===== config.mk =====
export PLATFORM = sky130hd
export DESIGN_NAME = mc_ctrl
export DESIGN_NICKNAME = d
export VERILOG_FILES = /design/src/rtl/mc_ctrl.sv
export SDC_FILE = /design/constraint.sdc
export NUM_CORES = 1
export LEC_CHECK = 0
export ABC_AREA = 1
export BUFFER_PORTS_ARGS = -buffer_cell sky130_fd_sc_hd__clkbuf_2
export CAP_MARGIN = 30
export CORE_ASPECT_RATIO = 1.75
export CORE_MARGIN = 2
export CORE_UTILIZATION = 35
export DETAILED_ROUTE_END_ITERATION = 8
export HOLD_SLACK_MARGIN = 0.08
export PLACE_DENSITY_LB_ADDON = 0.25
export SLEW_MARGIN = 20
export SYNTH_ARGS = -nofsm -noshare
export SYNTH_HDL_FRONTEND = slang
export SYNTH_SLANG_ARGS = --single-unit

===== constraint.sdc =====
create_clock -name clk -period 3.8 [get_ports clk]
set_input_delay 0.76 -clock clk [delete_from_list [all_inputs] [get_ports clk]]
set_output_delay 0.76 -clock clk [all_outputs]
set_load 0.05 [all_outputs]

===== src/rtl/mc_ctrl.sv =====
// Multi-cycle MIPS control unit: sequences FETCH/DECODE/EXE/MEM/WB, drives datapath
// enables and selects, and counts retired instructions.
module mc_ctrl #(
    parameter int unsigned CNT_W = 32
) (
    input  logic             clk,
    input  logic             reset,
    input  logic [5:0]       op,
    input  logic [5:0]       funct,
    input  logic             zero,
    output logic             IRWr,
    output logic             PCWr,
    output logic [1:0]       NPCSel,
    output logic             GRFWr,
    output logic [1:0]       RegDst,
    output logic [1:0]       WDSel,
    output logic             ALUSrc,
    output logic [2:0]       ALUOp,
    output logic [1:0]       EOp,
    output logic             DMWr,
    output logic [2:0]       state,
    output logic [CNT_W-1:0] retired
);

    typedef enum logic [2:0] {
        FETCH  = 3'd0,
        DECODE = 3'd1,
        EXE    = 3'd2,
        MEM    = 3'd3,
        WB     = 3'd4
    } state_t;

    typedef enum logic [3:0] {
        I_NOP, I_ADDU, I_SUBU, I_JR, I_ORI, I_LUI, I_LW, I_SW, I_BEQ, I_JAL
    } instr_t;

    state_t     st;
    state_t     st_nxt;
    instr_t     ins;
    logic [1:0] ins_eop;
    logic [2:0] ins_aluop;
    logic       ins_alusrc;
    logic [1:0] ins_regdst;

    // Instruction classification from the IR fields
    always_comb begin
        ins = I_NOP;
        case (op)
            6'b000000: begin
                case (funct)
                    6'b100001: ins = I_ADDU;
                    6'b100011: ins = I_SUBU;
                    6'b001000: ins = I_JR;
                    default:   ins = I_NOP;
                endcase
            end
            6'b001101: ins = I_ORI;
            6'b001111: ins = I_LUI;
            6'b100011: ins = I_LW;
            6'b101011: ins = I_SW;
            6'b000100: ins = I_BEQ;
            6'b000011: ins = I_JAL;
            default:   ins = I_NOP;
        endcase
    end

    // Per-instruction datapath settings held from DECODE/EXE through WB
    always_comb begin
        ins_eop    = 2'b00;
        ins_aluop  = 3'b000;
        ins_alusrc = 1'b0;
        ins_regdst = 2'b00;
        case (ins)
            I_ADDU: ins_regdst = 2'b01;
            I_SUBU: begin ins_regdst = 2'b01; ins_aluop = 3'b001; end
            I_ORI:  begin ins_eop = 2'b01; ins_aluop = 3'b010; ins_alusrc = 1'b1; end
            I_LUI:  begin ins_eop = 2'b10; ins_aluop = 3'b010; ins_alusrc = 1'b1; end
            I_LW,
            I_SW:   ins_alusrc = 1'b1;
            I_BEQ:  begin ins_eop = 2'b11; ins_aluop = 3'b001; end
            default: ;
        endcase
    end

    // Next-state and control outputs; reset forces every enable and select low
    always_comb begin
        st_nxt = FETCH;
        IRWr   = 1'b0;
        PCWr   = 1'b0;
        NPCSel = 2'b00;
        GRFWr  = 1'b0;
        RegDst = 2'b00;
        WDSel  = 2'b00;
        ALUSrc = 1'b0;
        ALUOp  = 3'b000;
        EOp    = 2'b00;
        DMWr   = 1'b0;
        case (st)
            FETCH: begin
                IRWr   = 1'b1;
                PCWr   = 1'b1;
                st_nxt = DECODE;
            end
            DECODE: begin
                EOp = ins_eop;
                case (ins)
                    I_JAL: begin
                        PCWr   = 1'b1;
                        NPCSel = 2'b10;
                        GRFWr  = 1'b1;
                        RegDst = 2'b10;
                        WDSel  = 2'b10;
                    end
                    I_JR: begin
                        PCWr   = 1'b1;
                        NPCSel = 2'b11;
                    end
                    I_NOP:   ;
                    default: st_nxt = EXE;
                endcase
            end
            EXE: begin
                EOp    = ins_eop;
                ALUOp  = ins_aluop;
                ALUSrc = ins_alusrc;
                RegDst = ins_regdst;
                case (ins)
                    I_LW, I_SW: st_nxt = MEM;
                    I_BEQ: begin
                        NPCSel = 2'b01;
                        PCWr   = zero;
                    end
                    I_ADDU, I_SUBU, I_ORI, I_LUI: st_nxt = WB;
                    default: ;
                endcase
            end
            MEM: begin
                EOp    = ins_eop;
                ALUOp  = ins_aluop;
                ALUSrc = ins_alusrc;
                RegDst = ins_regdst;
                DMWr   = (ins == I_SW);
                if (ins == I_LW) st_nxt = WB;
            end
            WB: begin
                EOp    = ins_eop;
                ALUOp  = ins_aluop;
                ALUSrc = ins_alusrc;
                RegDst = ins_regdst;
                GRFWr  = 1'b1;
                WDSel  = (ins == I_LW) ? 2'b01 : 2'b00;
            end
            default: st_nxt = FETCH;
        endcase
        if (reset) begin
            IRWr   = 1'b0;
            PCWr   = 1'b0;
            NPCSel = 2'b00;
            GRFWr  = 1'b0;
            RegDst = 2'b00;
            WDSel  = 2'b00;
            ALUSrc = 1'b0;
            ALUOp  = 3'b000;
            EOp    = 2'b00;
            DMWr   = 1'b0;
        end
    end

    // State register and retired counter (counts every return to FETCH)
    always_ff @(posedge clk) begin
        if (reset) begin
            st      <= FETCH;
            retired <= '0;
        end else begin
            st <= st_nxt;
            if (st != FETCH && st_nxt == FETCH)
                retired <= retired + CNT_W'(1);
        end
    end

    assign state = st;

endmodule


==> impl_metrics.tcl, run 1 <==
set metrics [dict create \
    status "complete, no violations" \
    async_reset_ff_share_pct 0 \
    synth-seq-area-share_pct 25.34 \
    netlist_area_um2 2765 \
    ff2ff_setup_slack_ns 1.44 \
    cts_buffers 5 \
    grt_use_total_pct 21.14 \
    antenna_cells 0 \
    ios 66 \
    yosysMostFrequentCell "nand2_1" \
    period_minus_slack_ns 3.025 \
    clock_skew_ns 0.003914 \
    final-seq-area_um2 700.7 \
    wl_per_cell_um 15.24 \
    yosysTopAreaCell "dfxtp_1" \
    ys_types 27 \
    utilization_pct 42.82 \
    rsz0062_at_grt "false" \
    grt_pass1_vias 3042 \
    reg2reg_to "retired[24]" \
    std_cell_rows 42 \
    yosysWarnings 0 \
    min_to "retired[1]" \
    grt.overflow.total 0 \
    multi_input_area_um2 1724 \
    drv_cap 0 \
    cts_hold_buf 0 \
    leakage_nw 1.471 \
    ys_ff_latch 35 \
    vias_per_cell 5.268 \
    worst_hold_path_type "reg2reg" \
    fmax_mhz 330.6 \
    synth-edff-count 0 \
    synth_top_area_share_pct 25.34 \
    synth_common_cells "nand2_1, inv_1, nor2_1" \
    clockBufferDepth 2 \
    nFillCells 864 \
    cts_resized 0 \
    antenna_found_initial 0 \
    die_h_um 121.6 \
    dieArea_um2 8656 \
    netlist_instances 438 \
    first_pass_iters 4 \
    setup_viol 0 \
    r2r.worst_path.cells 7 \
    syn2layout_area_growth_pct 18.01 \
    hold_violations 0 \
    hold_path_depth 2 \
    cts_setup_buffers 0 \
    syn_avg_cell_area_um2 6.313 \
    powerDensity_nw_per_um2 272.4 \
    crit_type "in2out" \
    worstPathArrival_ns 2.27 \
    ant_nets 0 \
    io_buffer_count 64 \
    cts_tree "done" \
    crit_fanout 5 \
    final_cell_area_um2 3263 \
    dpl_cell_area_um2 3126 \
    htreeDepth 2 \
    vias 3071 \
    clkTransAtPathRegs_ns 0.05 \
    place_congestion 0.9221 \
    drc 0 \
    drive_gt1_share_pct 17.58 \
    die_w_um 71.19 \
    syn_nets 454 \
    period_share_pct 79.61 \
    grt_pass1_wl_mm 14.42 \
    max-vdd-ir-drop_uv 195.8 \
    start_kind "input port" \
    cts-root-buf "clkbuf_16" \
    tightest_slew_ns 0.7396 \
    relSlewSlack_pct 50.57 \
    core_um2 7620 \
    clock_sinks 35 \
    cp.required_ns 3.04 \
    slew_violations 0 \
    min_from "retired[1]" \
    netlist_top_cells_area "dfxtp_1, xor2_1, nand2_1, nand3_1, inv_1" \
    r2r_start "retired[0]" \
    ys.flop_type "dfxtp_1" \
    clock_latency_ns 0.28 \
    grt_max_degree 33 \
    start_util_pct 36.29 \
    nets 510 \
    setup_tns_ns 0 \
    dp_hpwl_mm 6.913 \
    crit_path_end_kind "output pin" \
    dr.first_iter.drc_count 106 \
    drt-total-wl_mm 8.884 \
]
-- layer usage --
metal	GRT usage [%]	wire length [µm]	vias up
met5	0	0	-
met4	12.74	444	0
met3	2.895	284	22
met2	41.61	4921	79
met1	19.74	3233	1430
li1	-	-	1540
-- critical path, cell delays in order --
cell	delay [ns]
clkbuf_2	0.10
nand2_1	0.10
nor2_1	0.05
nand2_1	0.15
nand2_1	0.14
nor2_2	0.21
nand4_1	0.22
a41oi_1	0.22
clkbuf_2	0.31
-- stage by stage --
| stage | power [W] | hold slack [ns] | cells | setup slack [ns] |
|---|---|---|---|---|
| finish | 0.0008889 | 0.5588 | 583 | 0.7749 |
| global route | 0.0009244 | 0.6148 | 583 | 0.6208 |
| CTS | 0.0008985 | 0.5642 | 583 | 0.7646 |
| detailed placement | 0.0005019 | 0.5584 | 575 | 0.7731 |
| global placement | 0.0005002 | 0.5441 | 575 | 0.7957 |
| floorplan | 0.0004723 | 0.7452 | 438 | 0.5794 |
-- kinds of logic (layout without fill, tap and decap cells) --
| family | after synthesis | after routing | synth area share [%] |
|---|---|---|---|
| xor gates and xnor gates | 30 | 30 | 9.502 |
| buffers and inverters | 83 | 140 | 12.53 |
| AOI/OAI and AO/OA | 72 | 72 | 16.74 |
| and+or+nand+nor | 216 | 216 | 35.29 |
| other | 1 | 1 | 0.1356 |
| DFF | 35 | 35 | 25.34 |
| adders and majority gates | 1 | 1 | 0.4524 |
-- how the worst max path moves through the flow --
stage | from | end | cells past startpoint
floorplan | op[5] | RegDst[0] | 7
global placement | op[5] | RegDst[0] | 9
detailed placement | op[0] | PCWr | 9
CTS | op[2] | PCWr | 9
global route | op[2] | PCWr | 9
finish | op[0] | PCWr | 9
-- state kept, by name, indices dropped and copies added (netlist names) --
signal / cells
retired: 32
state: 3
-- cell usage in the layout, fill, tap and decap left out, drive strengths merged --
| master | n |
|---|---|
| nand3 | 51 |
| o21bai | 31 |
| clkbuf | 71 |
| xor2 | 30 |
| o21ai | 3 |
| inv | 64 |
| nand4 | 13 |
| nor3b | 1 |
| conb | 1 |
| a2111oi | 1 |
| a41oi | 1 |
| a21oi | 35 |
| buf | 4 |
| dfxtp | 35 |
| ha | 1 |
| a21boi | 1 |
| clkinv | 1 |
| nor4 | 5 |
| nor3 | 20 |
| nor2 | 59 |
| nand2 | 67 |
-- cell type report --
| class | instances | area share [%] |
|---|---|---|
| multi-input cells | 320 | 52.84 |
| inverters | 64 | 7.362 |
| repair buffers | 68 | 10.74 |
| clock buffers | 7 | 4.064 |
| flip-flops and latches | 35 | 21.47 |
| clock inverters | 1 | 0.1534 |
| well taps | 88 | 3.374 |
-- power breakdown --
part	internal [W]	switching, W
Combinational	0.0000270	0.0000903
Clock	0.000242	0.000153
Sequential	0.000371	0.00000588
Total	0.000640	0.000249
(Power assumes the default switching activity.)
==> run 2, diff against run 1 <==
Clock period 3.8 ns to 3 ns, I/O delays scaled along.
==> run 2 against run 1 <==
Effect of this change: critical path depth is the same; clock power grew 31%; global-route usage shrank 0.50 points; cell area grew 0.88%; first-iteration DRC count grew 30%; cell count grew 0.34%; sequential power grew 27%; wire length shrank 0.96%; utilization grew 0.38 points; total power grew 29%; setup slack lost 0.48 ns; largest cell class unchanged; highest routed layer unchanged.
==> impl_metrics.tcl, run 2 (synthesis gave the netlist of run 1 again) <==
set metrics [dict create \
    setup_viol 0 \
    die_w_um 71.19 \
    clock_sinks 35 \
    hold_path_depth 2 \
    largest-register "retired" \
    die_h_um 121.6 \
    grt.overflow.total 0 \
    internal_power_w 0.0008313 \
    powerDensity_nw_per_um2 348.5 \
    worst_hold_path_type "reg2reg" \
    vias 3095 \
    syn2layout_area_growth_pct 19.05 \
    crit_top_cell "nand2_1" \
    tightest_slew_ns 0.6855 \
    cts_setup_buffers 0 \
    p_comb_share_pct 13.3 \
    drv_cap 0 \
    core_um2 7620 \
    period_share_pct 90.03 \
    cts_resized 0 \
    layout_common_cells "nand2_1, clkbuf_2, inv_1" \
    dp_hpwl_mm 6.711 \
    setup_tns_ns 0 \
    htreeDepth 2 \
    fin_ws_ns 0.2990 \
    drc 0 \
    dr.first_iter.drc_count 138 \
    min_to "retired[1]" \
    ios 66 \
    dpl_cell_area_um2 3148 \
    cts-root-buf "clkbuf_16" \
    largest_register_ffs 32 \
    start_util_pct 36.29 \
    vias_per_cell 5.291 \
    clock_skew_ns 0.006281 \
    path_buf_inv 3 \
    grt_pass1_wl_mm 13.94 \
    place_congestion 0.9156 \
    slowest_stage "a2111oi_2" \
    r2r.worst_path.cells 7 \
    dp_cells 578 \
    grt_use_total_pct 20.64 \
    cp.required_ns 2.40 \
    switchingPower_w 0.0003158 \
    clkTransAtPathRegs_ns 0.06 \
    path_cells "clkbuf_2, nor2_4, nand3_1, inv_2, nand2_1, nand2_1, nand2_1, a2111oi_2, clkbuf_2" \
    slew_violations 0 \
    reg2reg_to "retired[24]" \
    relSlewSlack_pct 53.95 \
    crit_fanout 7 \
    std_cell_rows 42 \
    final_common_cell "nand2_1" \
    clkPwrFrac_pct 45.0 \
    cp_top_family "simple AND/OR/NAND/NOR gates" \
    antenna_cells 0 \
    slowest_delay_ns 0.37 \
    start_kind "input port" \
    cts_buffers 5 \
    cp_num_cells 9 \
    crit_type "in2out" \
    sequentialPowerShare_pct 41.6 \
    worstPathArrival_ns 2.10 \
    min_from "retired[1]" \
    max-vdd-ir-drop_uv 212.3 \
    status "complete, no violations" \
    grt_pass1_vias 2929 \
    fmax_mhz 370.2 \
    rsz0062_at_grt "false" \
    ant_nets 0 \
    sw_frac_of_total_pct 27.53 \
    io_buffer_count 64 \
    first_pass_iters 6 \
    clockBufferDepth 2 \
    grt_max_degree 40 \
    wl_per_cell_um 15.04 \
    period_minus_slack_ns 2.701 \
    r2r_start "retired[1]" \
    hold_violations 0 \
    dieArea_um2 8656 \
    ff2ff_setup_slack_ns 0.62 \
    crit_path_end_kind "output pin" \
    clock_latency_ns 0.29 \
    cts_tree "done" \
    nets 513 \
    antenna_found_initial 0 \
    drt-total-wl_mm 8.799 \
    drive_gt1_share_pct 18.31 \
    instances_no_fill 585 \
    leakage_nw 1.490 \
    cts_hold_buf 0 \
    final_cell_area_um2 3292 \
    post-place-ws_ns 0.3281 \
]
## run 2: cell count changes in the layout (fill, tap and decap cells not counted)
| cell | change |
|---|---|
| clkbuf_8 | +1 |
| clkbuf_1 | -2 |
| buf_4 | +3 |
## run 2: final cells by class
type,instances,area [µm²]
Clock buffer,6,138.9
Clock inverter,1,5.005
Fill cell,825,4328
Inverter,64,240.2
Multi-Input combinational cell,320,1724
Sequential cell,35,700.7
Tap cell,88,110.1
Timing Repair Buffer,71,372.9
## run 2: metal layers
| layer | global-route usage [%] | vias up | share of wire (%) |
|---|---|---|---|
| li1 | - | 1549 | - |
| met4 | 10.97 | 0 | 4.0 |
| met5 | 0 | - | 0 |
| met3 | 3.391 | 23 | 4.1 |
| met1 | 20.21 | 1414 | 36 |
| met2 | 39.87 | 109 | 56 |
## run 2: power groups by stage
stage	Sequential, W	Combinational, W	Clock [W]
6_report	0.000478	0.000153	0.000517
3_5_place_dp	0.000487	0.000152	0
3_3_place_gp	0.000487	0.000150	0
5_1_grt	0.000478	0.000167	0.000549
2_1_floorplan	0.000502	0.0000963	0
4_1_cts	0.000477	0.000152	0.000528
## run 2: worst register-to-register path: stages, from the launching register on
cell,delay [ns]
dfxtp_1,0.43
ha_1,0.29
nand4_1,0.30
nor3_1,0.62
nand4_1,0.23
xor2_1,0.19
nand3_1,0.09
a21oi_1,0.16
## run 2: through the flow
step / hold WS [ns] / utilization, % / total power [W]
after floorplan: 0.7452 / - / 0.0005982
after global placement: 0.5420 / 41.31 / 0.0006368
after detailed placement: 0.5497 / 41.31 / 0.0006392
after CTS: 0.5577 / 43.20 / 0.001158
after global routing: 0.5855 / 43.20 / 0.001194
final: 0.5671 / 43.20 / 0.001147
## run 2: how the worst max path moves through the flow
stage / start / endpoint
2_1_floorplan: state[0] / GRFWr
3_3_place_gp: op[5] / RegDst[0]
3_5_place_dp: op[5] / RegDst[0]
4_1_cts: op[5] / RegDst[0]
5_1_grt: op[5] / RegDst[0]
6_report: op[5] / RegDst[0]
==> run 3, diff against run 2 <==
Settings changed: ABC_AREA 1 to unset, CORE_MARGIN 2 to unset.
==> run 3 against run 2 <==
Effect of this change: hold slack worse by 0.084 ns; clock power is 15% lower; non-clock buffer count is 16 higher; wire length is 25% lower; clock-buffer cell count stayed put; cell count is 22% lower; utilization is 5.6 points higher; die area is 20% lower; sequential power hardly changed; global-route usage is 1.2 points lower; register-to-register slack worse by 0.17 ns; clock skew is 0.0048 ns higher; critical path type unchanged; critical endpoint is now PCWr; largest power group is now registers.
==> impl_metrics.tcl, run 3 <==
set metrics [dict create \
    status "complete, no violations" \
    cts_buffers 5 \
    worst_hold_path_type "reg2reg" \
    r2r_start "state[1]" \
    largest-register "retired" \
    netlist_area_um2 2308 \
    async_reset_ff_share_pct 0 \
    synth_top_area_share_pct 30.35 \
    synth_common_cells "dfxtp_1, a21oi_1, nor2_1" \
    drc 0 \
    min_from "retired[31]" \
    total_power_w 0.001094 \
    crit_path_end_kind "output pin" \
    yosysWarnings 0 \
    ys_types 62 \
    final_common_cell "clkbuf_2" \
    antenna_cells 0 \
    vias_per_cell 5.608 \
    die_h_um 109.4 \
    fmax_mhz 337.4 \
    ant_nets 0 \
    ys_ff_latch 35 \
    std_cell_rows 38 \
    dr.first_iter.drc_count 95 \
    period_minus_slack_ns 2.964 \
    htreeDepth 2 \
    antenna_found_initial 0 \
    first_pass_iters 4 \
    setup_viol 0 \
    syn_nets 312 \
    cts_hold_buf 0 \
    synth-seq-area-share_pct 30.35 \
    grt_use_total_pct 19.45 \
    grt_max_degree 38 \
    tightest_slew_ns 0.6042 \
    syn2layout_area_growth_pct 32.57 \
    crit_fanout 5 \
    period_share_pct 98.79 \
    grt_pass1_vias 2398 \
    crit_type "in2out" \
    grt_pass1_wl_mm 10.61 \
    startpoint "op[3]" \
    clock_latency_ns 0.29 \
    drt-total-wl_mm 6.597 \
    layout_common_cells "clkbuf_2, dfxtp_1, a21oi_1" \
    worstPathArrival_ns 2.36 \
    vias 2546 \
    grt.overflow.total 0 \
    slew_violations 0 \
    drv_cap 0 \
    yosysTopAreaCell "dfxtp_1" \
    start_kind "input port" \
    synth-edff-count 0 \
    dieArea_um2 6937 \
    drive_gt1_share_pct 33.16 \
    cp.required_ns 2.40 \
    dp_cells 446 \
    cts_tree "done" \
    start_util_pct 36.78 \
    place_congestion 0.8803 \
    core_um2 6276 \
    yosysMostFrequentCell "dfxtp_1" \
    clkTransAtPathRegs_ns 0.06 \
    leakage_nw 1.102 \
    instances_no_fill 454 \
    relSlewSlack_pct 59.67 \
    ios 66 \
    clock_sinks 35 \
    hold_violations 0 \
    setup_tns_ns 0 \
    die_w_um 63.39 \
    clockBufferDepth 2 \
    netlist_instances 296 \
    max-vdd-ir-drop_uv 321.1 \
    dp_hpwl_mm 4.965 \
    powerDensity_nw_per_um2 357.3 \
    wl_per_cell_um 14.53 \
    io_buffer_count 64 \
    syn_avg_cell_area_um2 7.799 \
    largest_register_ffs 32 \
    clock_skew_ns 0.01104 \
    ys.flop_type "dfxtp_1" \
    rsz0062_at_grt "true" \
    netlist_top_cells_area "dfxtp_1, a21oi_1, nor2_1, nand2_1, nand3_1" \
    cts-root-buf "clkbuf_8" \
    nets 389 \
]
[run 3: changes by cell type after synthesis, sizes merged, moves of 28 or more]
cell    before  now
nor2        59   26
nand3       51   16
nand2       67   21
inv         64    9
xor2        30    2
o21bai      31    0
[run 3: power breakdown]
group          switching (W)  leakage (nW)  internal, W
Clock               0.000173        0.0612     0.000269
Combinational       0.000112         0.758    0.0000627
Sequential        0.00000793         0.282     0.000469
Total               0.000293          1.10     0.000801
[run 3: final timing paths]
check / end / slack, ns / depth (start not counted)
worst max-delay path: PCWr / 0.04 / 8
worst min-delay path: retired[31] / 0.48 / 2
worst max register to register: retired[26] / 0.45 / 6
worst min register to register: retired[31] / 0.48 / 2
[run 3: area by class of cell]
type                       instances  area (µm²)
clock inverter                     2       35.03
tap                               80       100.1
sequential                        35       700.7
timing repair buffer              87       539.3
fill                             648        3216
clock buffer                       6       82.58
multi-input combinational        235        1569
inverter                           9       33.78
[run 3: stage by stage]
stage          cell area, µm²  hold WS (ns)  setup WS (ns)  util, %
5_1_grt                  3060        0.5116       -0.04046    48.76
4_1_cts                  3017        0.4865        0.01101    48.07
3_3_place_gp             2894        0.4703        0.04379    46.11
3_5_place_dp             2894        0.4699      -0.008068    46.11
6_report                 3060        0.4827        0.03637    48.76
2_1_floorplan            2346        0.6915        -0.4720        -
[run 3: kinds of logic after synthesis]
group	after synthesis	synth area share, %
compound gates	84	24.99
xor+xnor	8	3.035
fa+ha+maj	1	0.5419
buf+inv	26	4.769
flops	35	30.35
mux	6	2.927
other cells	1	0.1624
simple gates	135	33.23
[run 3: timing repair]
item | in CTS | in global routing
gates resized for setup | 1 | 15
hold endpoints to repair | 0 | 0
endpoints found under the setup margin | 1 | 3
pin swaps | 1 | 6
setup buffers | 0 | 0
[run 3: critical path: stages]
cell and delay, ns:
buf_8 0.10, nor4_4 0.33, nand2_2 0.18, o31ai_4 0.30, nand3_2 0.14, a311o_1 0.41, a21oi_4 0.15, buf_12 0.15
[run 3: layer usage]
metal,share of wire (%),wire [µm],up-vias,track usage [%]
li1,-,-,1265,-
met5,0,0,-,0
met3,3.4,221,23,3.112
met4,4.5,300,0,12.18
met2,53,3508,66,36.40
met1,39,2567,1192,19.71
